<file path="src/rtl/arb_pkg.sv">
// rtl/arb_pkg.sv - shared types and default constants for the aging priority arbiter
//
// Purpose : FSM state encoding and default parameter values used by the
//           arbiter top, its interface and the per-source aging counter.
package arb_pkg;

  typedef enum logic {
    IDLE = 1'b0,
    BUSY = 1'b1
  } arb_state_e;

  localparam int DEF_NUM_REQ    = 4;
  localparam int DEF_PRIO_W     = 3;
  localparam int DEF_AGE_THRESH = 8;

endpackage

</file>
<file path="src/rtl/aging_priority_arbiter_if.sv">
// rtl/aging_priority_arbiter_if.sv - request/grant bundle between requesters and the arbiter
//
// Purpose : groups the request side (req, prios, done) and the grant side
//           (gnt, gnt_id, valid) of the arbiter.
// Signals : req    [NUM_REQ]         level request per source
//           prios  [NUM_REQ*PRIO_W]  static priority, source i at [i*PRIO_W +: PRIO_W]
//           done                     granted source releases the resource
//           gnt    [NUM_REQ]         registered one-hot grant
//           gnt_id [clog2(NUM_REQ)]  index of granted source, 0 when idle
//           valid                    |gnt
// Modports: master = requester side, slave = arbiter side.
interface aging_priority_arbiter_if
  import arb_pkg::*;
#(
  parameter int NUM_REQ = DEF_NUM_REQ,
  parameter int PRIO_W  = DEF_PRIO_W
);

  logic [NUM_REQ-1:0]         req;
  logic [NUM_REQ*PRIO_W-1:0]  prios;
  logic                       done;
  logic [NUM_REQ-1:0]         gnt;
  logic [$clog2(NUM_REQ)-1:0] gnt_id;
  logic                       valid;

  modport master (
    output req, prios, done,
    input  gnt, gnt_id, valid
  );

  modport slave (
    input  req, prios, done,
    output gnt, gnt_id, valid
  );

endinterface

</file>
<file path="src/rtl/arb_age_counter.sv">
// rtl/arb_age_counter.sv - per-source wait counter and saturating priority boost
//
// Purpose : counts cycles a source waits with its request up; every
//           AGE_THRESH waiting cycles the boost steps up by one, saturating
//           at all-ones. Both clear while the source is not requesting or
//           while it is being / has been granted.
// Ports   : clk, rst   clock, async active-high reset
//           req        this source's request
//           clr        source is granted this cycle or currently holds the grant
//           boost      added to the source's static priority
module arb_age_counter
  import arb_pkg::*;
#(
  parameter int PRIO_W     = DEF_PRIO_W,
  parameter int AGE_THRESH = DEF_AGE_THRESH
) (
  input  logic              clk,
  input  logic              rst,
  input  logic              req,
  input  logic              clr,
  output logic [PRIO_W-1:0] boost
);

  localparam int CNT_W = 8;
  localparam logic [CNT_W-1:0] CNT_LAST = CNT_W'(AGE_THRESH - 1);

  logic [CNT_W-1:0] cnt;

  always_ff @(posedge clk or posedge rst) begin
    if (rst) begin
      cnt   <= '0;
      boost <= '0;
    end else if (!req || clr) begin
      cnt   <= '0;
      boost <= '0;
    end else if (cnt == CNT_LAST) begin
      // AGE_THRESH-th waiting cycle: restart the count and step the boost
      cnt <= '0;
      if (boost != '1) begin
        boost <= boost + 1'b1;
      end
    end else begin
      cnt <= cnt + 1'b1;
    end
  end

endmodule

</file>
<file path="src/rtl/aging_priority_arbiter.sv">
// rtl/aging_priority_arbiter.sv - priority arbiter with round-robin ties and optional aging
//
// Purpose : grants one requester at a time to a shared resource. Winner is
//           the requester with the highest effective priority (static prio
//           plus aging boost); ties resolve round-robin after the last grant.
//           A grant is held until done or until the granted request drops,
//           and at least one idle cycle separates consecutive grants.
// Ports   : clk   clock, all state on the rising edge
//           rst   asynchronous active-high reset
//           bus   aging_priority_arbiter_if.slave (req, prios, done in;
//                 gnt, gnt_id, valid out, all registered)
// Config  : define ARB_AGING_EN to build the per-source wait counters and
//           boosts; without it the effective priority is the static priority.
module aging_priority_arbiter
  import arb_pkg::*;
#(
  parameter int NUM_REQ    = DEF_NUM_REQ,
  parameter int PRIO_W     = DEF_PRIO_W,
  parameter int AGE_THRESH = DEF_AGE_THRESH
) (
  input logic                     clk,
  input logic                     rst,
  aging_priority_arbiter_if.slave bus
);

  localparam int ID_W  = $clog2(NUM_REQ);
  localparam int EFF_W = PRIO_W + 1;

  if (NUM_REQ < 2 || NUM_REQ > 8 || AGE_THRESH < 1 || AGE_THRESH > 255 || PRIO_W < 1) begin : g_bad_cfg
    $error("aging_priority_arbiter: parameter out of range");
  end

  arb_state_e         state;
  logic [NUM_REQ-1:0] gnt_q;
  logic [ID_W-1:0]    gnt_id_q;
  logic               valid_q;
  logic [ID_W-1:0]    last_gnt;

  logic [EFF_W-1:0]   eff [NUM_REQ];
  logic               win_found;
  logic [ID_W-1:0]    win_id;
  logic [EFF_W-1:0]   best_eff;
  logic [ID_W-1:0]    scan_idx;

`ifdef ARB_AGING_EN
  logic [PRIO_W-1:0]  boost [NUM_REQ];
  logic [NUM_REQ-1:0] grant_now;

  // one-hot of the source being granted at this edge
  assign grant_now = (state == IDLE && win_found) ? (NUM_REQ'(1) << win_id) : '0;

  for (genvar i = 0; i < NUM_REQ; i++) begin : g_age
    arb_age_counter #(
      .PRIO_W     (PRIO_W),
      .AGE_THRESH (AGE_THRESH)
    ) u_age (
      .clk   (clk),
      .rst   (rst),
      .req   (bus.req[i]),
      .clr   (grant_now[i] | gnt_q[i]),
      .boost (boost[i])
    );
    assign eff[i] = {1'b0, bus.prios[i*PRIO_W +: PRIO_W]} + {1'b0, boost[i]};
  end
`else
  for (genvar i = 0; i < NUM_REQ; i++) begin : g_eff
    assign eff[i] = {1'b0, bus.prios[i*PRIO_W +: PRIO_W]};
  end
`endif

  // Scan from last_gnt+1 with wrap; only a strictly higher priority replaces
  // the current candidate, so the first tied requester in scan order wins.
  always_comb begin
    win_found = 1'b0;
    win_id    = '0;
    best_eff  = '0;
    scan_idx  = '0;
    for (int k = 0; k < NUM_REQ; k++) begin
      scan_idx = ID_W'((int'(last_gnt) + 1 + k) % NUM_REQ);
      if (bus.req[scan_idx] && (!win_found || eff[scan_idx] > best_eff)) begin
        win_found = 1'b1;
        win_id    = scan_idx;
        best_eff  = eff[scan_idx];
      end
    end
  end

  always_ff @(posedge clk or posedge rst) begin
    if (rst) begin
      state    <= IDLE;
      gnt_q    <= '0;
      gnt_id_q <= '0;
      valid_q  <= 1'b0;
      last_gnt <= ID_W'(NUM_REQ - 1);
    end else begin
      case (state)
        IDLE: begin
          // done is meaningless without a grant and is not looked at here
          if (win_found) begin
            state    <= BUSY;
            gnt_q    <= NUM_REQ'(1) << win_id;
            gnt_id_q <= win_id;
            valid_q  <= 1'b1;
            last_gnt <= win_id;
          end
        end
        BUSY: begin
          // release goes to IDLE, so the next grant is at least one cycle later
          if (bus.done || !bus.req[gnt_id_q]) begin
            state    <= IDLE;
            gnt_q    <= '0;
            gnt_id_q <= '0;
            valid_q  <= 1'b0;
          end
        end
      endcase
    end
  end

  assign bus.gnt    = gnt_q;
  assign bus.gnt_id = gnt_id_q;
  assign bus.valid  = valid_q;

endmodule

</file>
<file path="src/flat_wrapper.sv">
// flat-port wrapper written by rule: the top's interface ports become plain ports
module aging_priority_arbiter_flat import arb_pkg::*;
#(
  parameter int NUM_REQ    = DEF_NUM_REQ,
  parameter int PRIO_W     = DEF_PRIO_W,
  parameter int AGE_THRESH = DEF_AGE_THRESH
)
  (clk, rst, bus_req, bus_prios, bus_done, bus_gnt, bus_gnt_id, bus_valid);
  aging_priority_arbiter_if #(.NUM_REQ(NUM_REQ), .PRIO_W(PRIO_W)) bus_i ();
  input logic clk;
  input logic rst;
  input wire logic [$bits(bus_i.req)-1:0] bus_req;
  input wire logic [$bits(bus_i.prios)-1:0] bus_prios;
  input wire logic [$bits(bus_i.done)-1:0] bus_done;
  output wire logic [$bits(bus_i.gnt)-1:0] bus_gnt;
  output wire logic [$bits(bus_i.gnt_id)-1:0] bus_gnt_id;
  output wire logic [$bits(bus_i.valid)-1:0] bus_valid;
  assign bus_i.req = bus_req;
  assign bus_i.prios = bus_prios;
  assign bus_i.done = bus_done;
  assign bus_gnt = bus_i.gnt;
  assign bus_gnt_id = bus_i.gnt_id;
  assign bus_valid = bus_i.valid;
  aging_priority_arbiter #(.NUM_REQ(NUM_REQ), .PRIO_W(PRIO_W), .AGE_THRESH(AGE_THRESH)) u_core (.clk(clk), .rst(rst), .bus(bus_i));
endmodule
</file>
<file path="config.mk">
export PLATFORM = sky130hd
export DESIGN_NAME = aging_priority_arbiter_flat
export DESIGN_NICKNAME = d
export VERILOG_FILES = /design/src/rtl/arb_pkg.sv /design/src/rtl/aging_priority_arbiter_if.sv /design/src/rtl/arb_age_counter.sv /design/src/rtl/aging_priority_arbiter.sv /design/src/flat_wrapper.sv
export SDC_FILE = /design/constraint.sdc
export NUM_CORES = 1
export LEC_CHECK = 0
export CORE_ASPECT_RATIO = 1.1
export CORE_MARGIN = 1.5
export CORE_UTILIZATION = 53
export CTS_CLUSTER_SIZE = 12
export DETAILED_ROUTE_END_ITERATION = 12
export PLACE_DENSITY = 0.81
export SLEW_MARGIN = 15
export SYNTH_ARGS = -nofsm -noshare
export SYNTH_HDL_FRONTEND = slang
export SYNTH_HIERARCHICAL = 1
export SYNTH_SLANG_ARGS = --single-unit
</file>
<file path="constraint.sdc">
create_clock -name clk -period 15.9 [get_ports clk]
set_input_delay 3.975 -clock clk [delete_from_list [all_inputs] [get_ports clk]]
set_output_delay 3.975 -clock clk [all_outputs]
set_load 0.01 [all_outputs]
</file>
==> impl_metrics.json, run 1 <==
{
  "outcome": "finished clean",
  "cts.clk_slew.worst_paths_ns": 0.07,
  "crit_path_end": "u_core/bus.gnt[3]",
  "cp.arrival_ns": 9.57,
  "h-tree-depth": 1,
  "cts_tree": "built",
  "drtIter0Drc": 35,
  "end_kind": "flip-flop",
  "finClkSkew_ns": 0.0128,
  "cts_made_buffers": 3,
  "area_growth_pct": 19.3,
  "worst-r2r-setup-slack_ns": 9.79,
  "core.rowCount": 18,
  "design_area_mm2": 0.00160,
  "maxClockFrequency_mhz": 106,
  "die_area_mm2": 0.00284,
  "fin_crit_sh": 0.593,
  "num_vias": 1216,
  "grt_pass1_wl_um": 5180,
  "final_cells": 205,
  "clock_latency_ns": 0.27,
  "netlist_area_mm2": 0.00134,
  "yosysWarnings": 6,
  "synthCells": 155,
  "nets": 204,
  "slew_viol_final": 0,
  "critical_path_class": "input port to flip-flop",
  "finalSetupTns_ns": 0,
  "clock_tree.buffer_depth": 2,
  "place_area_mm2": 0.00157,
  "worst_r2r_path_depth": 21,
  "cap_violations": 0,
  "hp-class": "flip-flop to flip-flop",
  "worstPathMaxFanout": 10,
  "yosys.cell_count.top_type": "nand2_1",
  "first_pass_iters": 4,
  "ant_nets": 0,
  "finalSetupViolCount": 0,
  "syn-num-nets": 183,
  "crit_path_start": "bus_req[2]",
  "die_h_um": 55.7,
  "die_x_um": 50.9,
  "ios": 26,
  "yosysSeqAreaShare": 0.189,
  "critPathLaunchType": "input port",
  "portBuffers": 25,
  "antenna_found_initial": 0,
  "synth_largest_area_cell": "dfrtp_1",
  "wl_um": 3050,
  "avgSynthCellArea_um2": 8.64,
  "clock-root-buffer": "clkbuf_4",
  "cts_resized": 0,
  "numClockSinks": 10,
  "grt_max_degree": 29,
  "dp_cells": 201,
  "ff_latch_area_um2": 253,
  "ys_types": 48,
  "grt_usage": 0.230,
  "core_area_mm2": 0.00232,
  "ys.flop_type": "dfrtp_1",
  "synthTopCellsByArea": "dfrtp_1 (15%), mux2i_1 (12%), mux2_2 (10%)",
  "gp_congestion": 0.825,
  "wl_per_cell_um": 14.9,
  "period_minus_slack_ns": 9.43,
  "cts_setup_buffers": 0,
  "slew_headroom": 0.579,
  "synth_edf_count": 0,
  "multi_input_area_um2": 986,
  "required_ns": 16.05,
  "grt_pass1_vias": 1185,
  "netlist.area_leader.share": 0.150,
  "antenna_cells": 0,
  "hold_violations": 0,
  "vias_per_cell": 5.93,
  "ys_seq_elements": 10,
  "fill_cells": 206,
  "synth-async-reset-ratio": 1.00,
  "drc": 0,
  "postCtsHoldBufs": 0,
  "layout-drive-gt1-share": 0.194,
  "timing.rr.start": "u_core/last_gnt[0]",
  "tightest_slew_ns": 0.631,
  "overflow": 0,
  "ys_top_cells_by_count": "nand2_1 (18), mux2i_1 (16), o21ai_0 (13)",
  "worst_r2r_endpoint": "u_core/bus.gnt[3]",
  "start_util": 0.577,
  "rsz0062_at_grt": "no",
  "dpl.hpwl_um": 2390
}
## worst max-delay path, stage by stage
cell	delay (ns)
clkdlybuf4s50_1	0.64
mux2i_1	0.15
mux2i_1	0.43
o211ai_1	0.20
ha_1	0.34
a211oi_1	0.32
o21ai_2	0.13
nand2b_2	0.17
mux2_2	0.36
ha_1	0.29
a211oi_1	0.30
o22ai_2	0.15
o211a_4	0.19
mux2_2	0.28
ha_1	0.29
a211oi_1	0.30
o22ai_2	0.17
o221ai_2	0.29
o21a_2	0.21
o21ai_4	0.08
a32o_1	0.30
## sequential cells by signal, indices dropped and copies added (netlist names)
register	count
u_core/last_gnt	2
u_core/bus.gnt_id	2
u_core/state	1
u_core/bus.gnt	4
u_core/bus.valid	1
## cells by family (layout without fill, tap and decap cells)
logic type,count (synthesis),count (layout),synth area share
adders and majority gates,9,9,0.0841
AOI/OAI and AO/OA,43,43,0.262
and+or+nand+nor,43,43,0.159
DFF,10,10,0.189
muxes,29,29,0.232
buffers and inverters,21,41,0.0748
## per-stage QoR
stage | setup WS [ns] | hold WS [ns] | utilization
floorplan | 7.35 | 0.515 | -
global placement | 6.37 | 0.460 | 0.677
detailed placement | 6.20 | 0.465 | 0.677
CTS | 6.47 | 0.490 | 0.689
global route | 6.12 | 0.523 | 0.689
finish | 6.47 | 0.492 | 0.689
## layer usage
layer | vias to the layer above | global-route usage | share of wire
li1 | 614 | - | -
met5 | - | 0 | 0
met1 | 585 | 0.286 | 0.47
met3 | 2 | 0.0403 | 0.023
met4 | 0 | 0.0347 | 0.0020
met2 | 15 | 0.414 | 0.51
## cell usage in the layout (no fill, tap or decap), drive strengths merged, types with 2 or more instances in the layout
| cell | Yosys | layout |
|---|---|---|
| a211oi | 3 | 3 |
| o22ai | 2 | 2 |
| mux2i | 16 | 16 |
| nand2b | 2 | 2 |
| nor3 | 2 | 2 |
| o21ai | 16 | 16 |
| o211ai | 4 | 4 |
| clkdlybuf4s50 | 0 | 25 |
| o31ai | 2 | 2 |
| nand2 | 18 | 18 |
| nor2b | 2 | 2 |
| inv | 12 | 12 |
| a21oi | 3 | 3 |
| o211a | 2 | 2 |
| nand3 | 3 | 3 |
| dfrtp | 8 | 8 |
| nor2 | 5 | 5 |
| or2 | 5 | 5 |
| ha | 9 | 9 |
| a32o | 3 | 3 |
| mux2 | 13 | 13 |
| clkbuf | 2 | 4 |
| dfstp | 2 | 2 |
## cell type report
| cell class | instances | area share |
|---|---|---|
| multi-input cells | 124 | 0.617 |
| flip-flops and latches | 10 | 0.158 |
| repair buffers | 25 | 0.157 |
| inverters | 12 | 0.0282 |
| well taps | 30 | 0.0235 |
| clock buffers | 4 | 0.0164 |
## how the worst min path moves through the flow
stage | from | to | slack (ns) | cells past startpoint
floorplan | u_core/bus.valid | u_core/bus.valid | 0.52 | 2
global placement | u_core/bus.valid | u_core/bus.valid | 0.46 | 2
detailed placement | u_core/bus.valid | u_core/bus.valid | 0.46 | 2
CTS | u_core/bus.gnt[2] | u_core/bus.gnt[2] | 0.49 | 2
global route | u_core/bus.valid | u_core/bus.valid | 0.52 | 2
finish | u_core/bus.gnt[2] | u_core/bus.gnt[2] | 0.49 | 2
Power of run 1 is not shown: default switching activity piles up to over one toggle a cycle in this logic, so the estimate is an artifact.
==> run 2, diff against run 1 <==
- CORE_UTILIZATION: 53 -> 47
- PLACE_DENSITY: 0.81 -> 0.76
- clock period: 15.9 -> 8.5 ns (I/O delays scaled with it)
==> impl_metrics.json, run 2 (synthesis results as in run 1) <==
{
  "outcome": "finished clean",
  "worstPathMaxFanout": 10,
  "place_ws_ns": 0.669,
  "ant_nets": 0,
  "setup_ws_ns": 0.866,
  "grt_max_degree": 29,
  "dp_cells": 204,
  "cp_cell_sequence": "clkdlybuf4s50_1, mux2i_1, mux2i_1, o211ai_1, ha_1, a211oi_1, o21ai_2, nand2b_2, mux2_2, ha_1, nand3_1, o21ai_0, o22ai_2, o211a_4, mux2_2, ha_1, a211oi_1, o22ai_2, o221ai_2, o21a_2, o21ai_4, a32o_2",
  "core.rowCount": 20,
  "clock-root-buffer": "clkbuf_4",
  "hold_violations": 0,
  "largest_register_ffs": 4,
  "hp-class": "flip-flop to flip-flop",
  "cts_tree": "built",
  "tightest_slew_ns": 0.623,
  "finClkSkew_ns": 0.00996,
  "gp_congestion": 0.943,
  "h-tree-depth": 1,
  "num_vias": 1221,
  "drc": 0,
  "period_minus_slack_ns": 7.63,
  "end_kind": "flip-flop",
  "cts.clk_slew.worst_paths_ns": 0.07,
  "portBuffers": 25,
  "die_x_um": 53.9,
  "area_growth_pct": 20.4,
  "grt_pass1_vias": 1084,
  "clock_tree.buffer_depth": 2,
  "numClockSinks": 10,
  "rsz0062_at_grt": "no",
  "critPathLaunchType": "input port",
  "grt_pass1_wl_um": 4660,
  "vias_per_cell": 5.87,
  "overflow": 0,
  "layout_commonest_cell": "clkdlybuf4s50_1",
  "path_delay_family": "compound AO/OA/AOI/OAI gates",
  "grt_usage": 0.194,
  "slew_headroom": 0.584,
  "cap_violations": 0,
  "fin_crit_sh": 0.898,
  "cpPeakStageDelay_ns": 0.64,
  "start_util": 0.491,
  "slew_viol_final": 0,
  "cp.arrival_ns": 7.79,
  "wl_per_cell_um": 13.7,
  "required_ns": 8.65,
  "antenna_found_initial": 0,
  "postCtsHoldBufs": 0,
  "maxClockFrequency_mhz": 131,
  "critical_path_class": "input port to flip-flop",
  "drtIter0Drc": 22,
  "nets": 204,
  "cts_setup_buffers": 0,
  "wl_um": 2850,
  "antenna_cells": 0,
  "path_buf_inv": 1,
  "cts_resized": 0,
  "die_area_mm2": 0.00318,
  "finalSetupViolCount": 0,
  "layout-drive-gt1-share": 0.200,
  "ios": 26,
  "fill_cells": 241,
  "finalSetupTns_ns": 0,
  "die_h_um": 59.0,
  "cts_made_buffers": 3,
  "first_pass_iters": 4,
  "clock_latency_ns": 0.27,
  "dpl.hpwl_um": 2220,
  "core_area_mm2": 0.00273,
  "slowest_stage": "clkdlybuf4s50_1",
  "most-common-layout-cells": "clkdlybuf4s50_1 (25), nand2_1 (18), mux2i_1 (16)",
  "final_cells": 208,
  "cp_common_cell": "ha_1"
}
-- run 2: cell types whose count changed in the layout (fill, tap and decap cells not counted) --
cell and change:
clkbuf_1 -1, clkbuf_8 +1
-- run 2: final cells by class --
| class | instances | area [µm²] | share of cell area |
|---|---|---|---|
| well taps | 33 | 41.3 | 0.0256 |
| multi-input cells | 124 | 986 | 0.612 |
| repair buffers | 25 | 250 | 0.155 |
| inverters | 12 | 45.0 | 0.0280 |
| clock buffers | 4 | 36.3 | 0.0225 |
| flip-flops and latches | 10 | 253 | 0.157 |
-- run 2: worst register-to-register path: cells and delay by family (launching register included) --
kind,cells,cell delay (ns)
AO/OA/AOI/OAI,12,2.51
multiplexers,4,1.38
adder cells (fa/ha/maj),3,0.93
flip-flops,1,0.90
AND/OR/NAND/NOR,2,0.25
-- run 2: worst paths after layout --
check,startpoint,to,slack [ns],depth (start not counted)
max,bus_req[2],u_core/bus.gnt[1],0.87,22
min,u_core/bus.gnt[2],u_core/bus.gnt[2],0.49,2
max reg2reg,u_core/last_gnt[1],u_core/bus.gnt[1],2.42,21
min reg2reg,u_core/bus.gnt[2],u_core/bus.gnt[2],0.49,2
max in group asynchronous,rst,u_core/last_gnt[0],6.08,2
min in group asynchronous,rst,u_core/bus.valid,2.11,2
-- run 2: per-layer routing --
layer / global-route usage / routed length (µm) / up-vias
met2: 0.322 / 1400 / 20
met3: 0.0455 / 86 / 3
li1: - / - / 618
met4: 0.0440 / 10 / 0
met5: 0 / 0 / -
met1: 0.251 / 1350 / 580
-- run 2: metrics by stage --
stage | hold WS, ns | cell area, µm² | utilization
floorplan | 0.515 | 1340 | -
global placement | 0.462 | 1580 | 0.578
detailed placement | 0.472 | 1580 | 0.578
CTS | 0.487 | 1610 | 0.591
global route | 0.512 | 1610 | 0.591
finish | 0.489 | 1610 | 0.591
Power of run 2 is left out for the same reason.
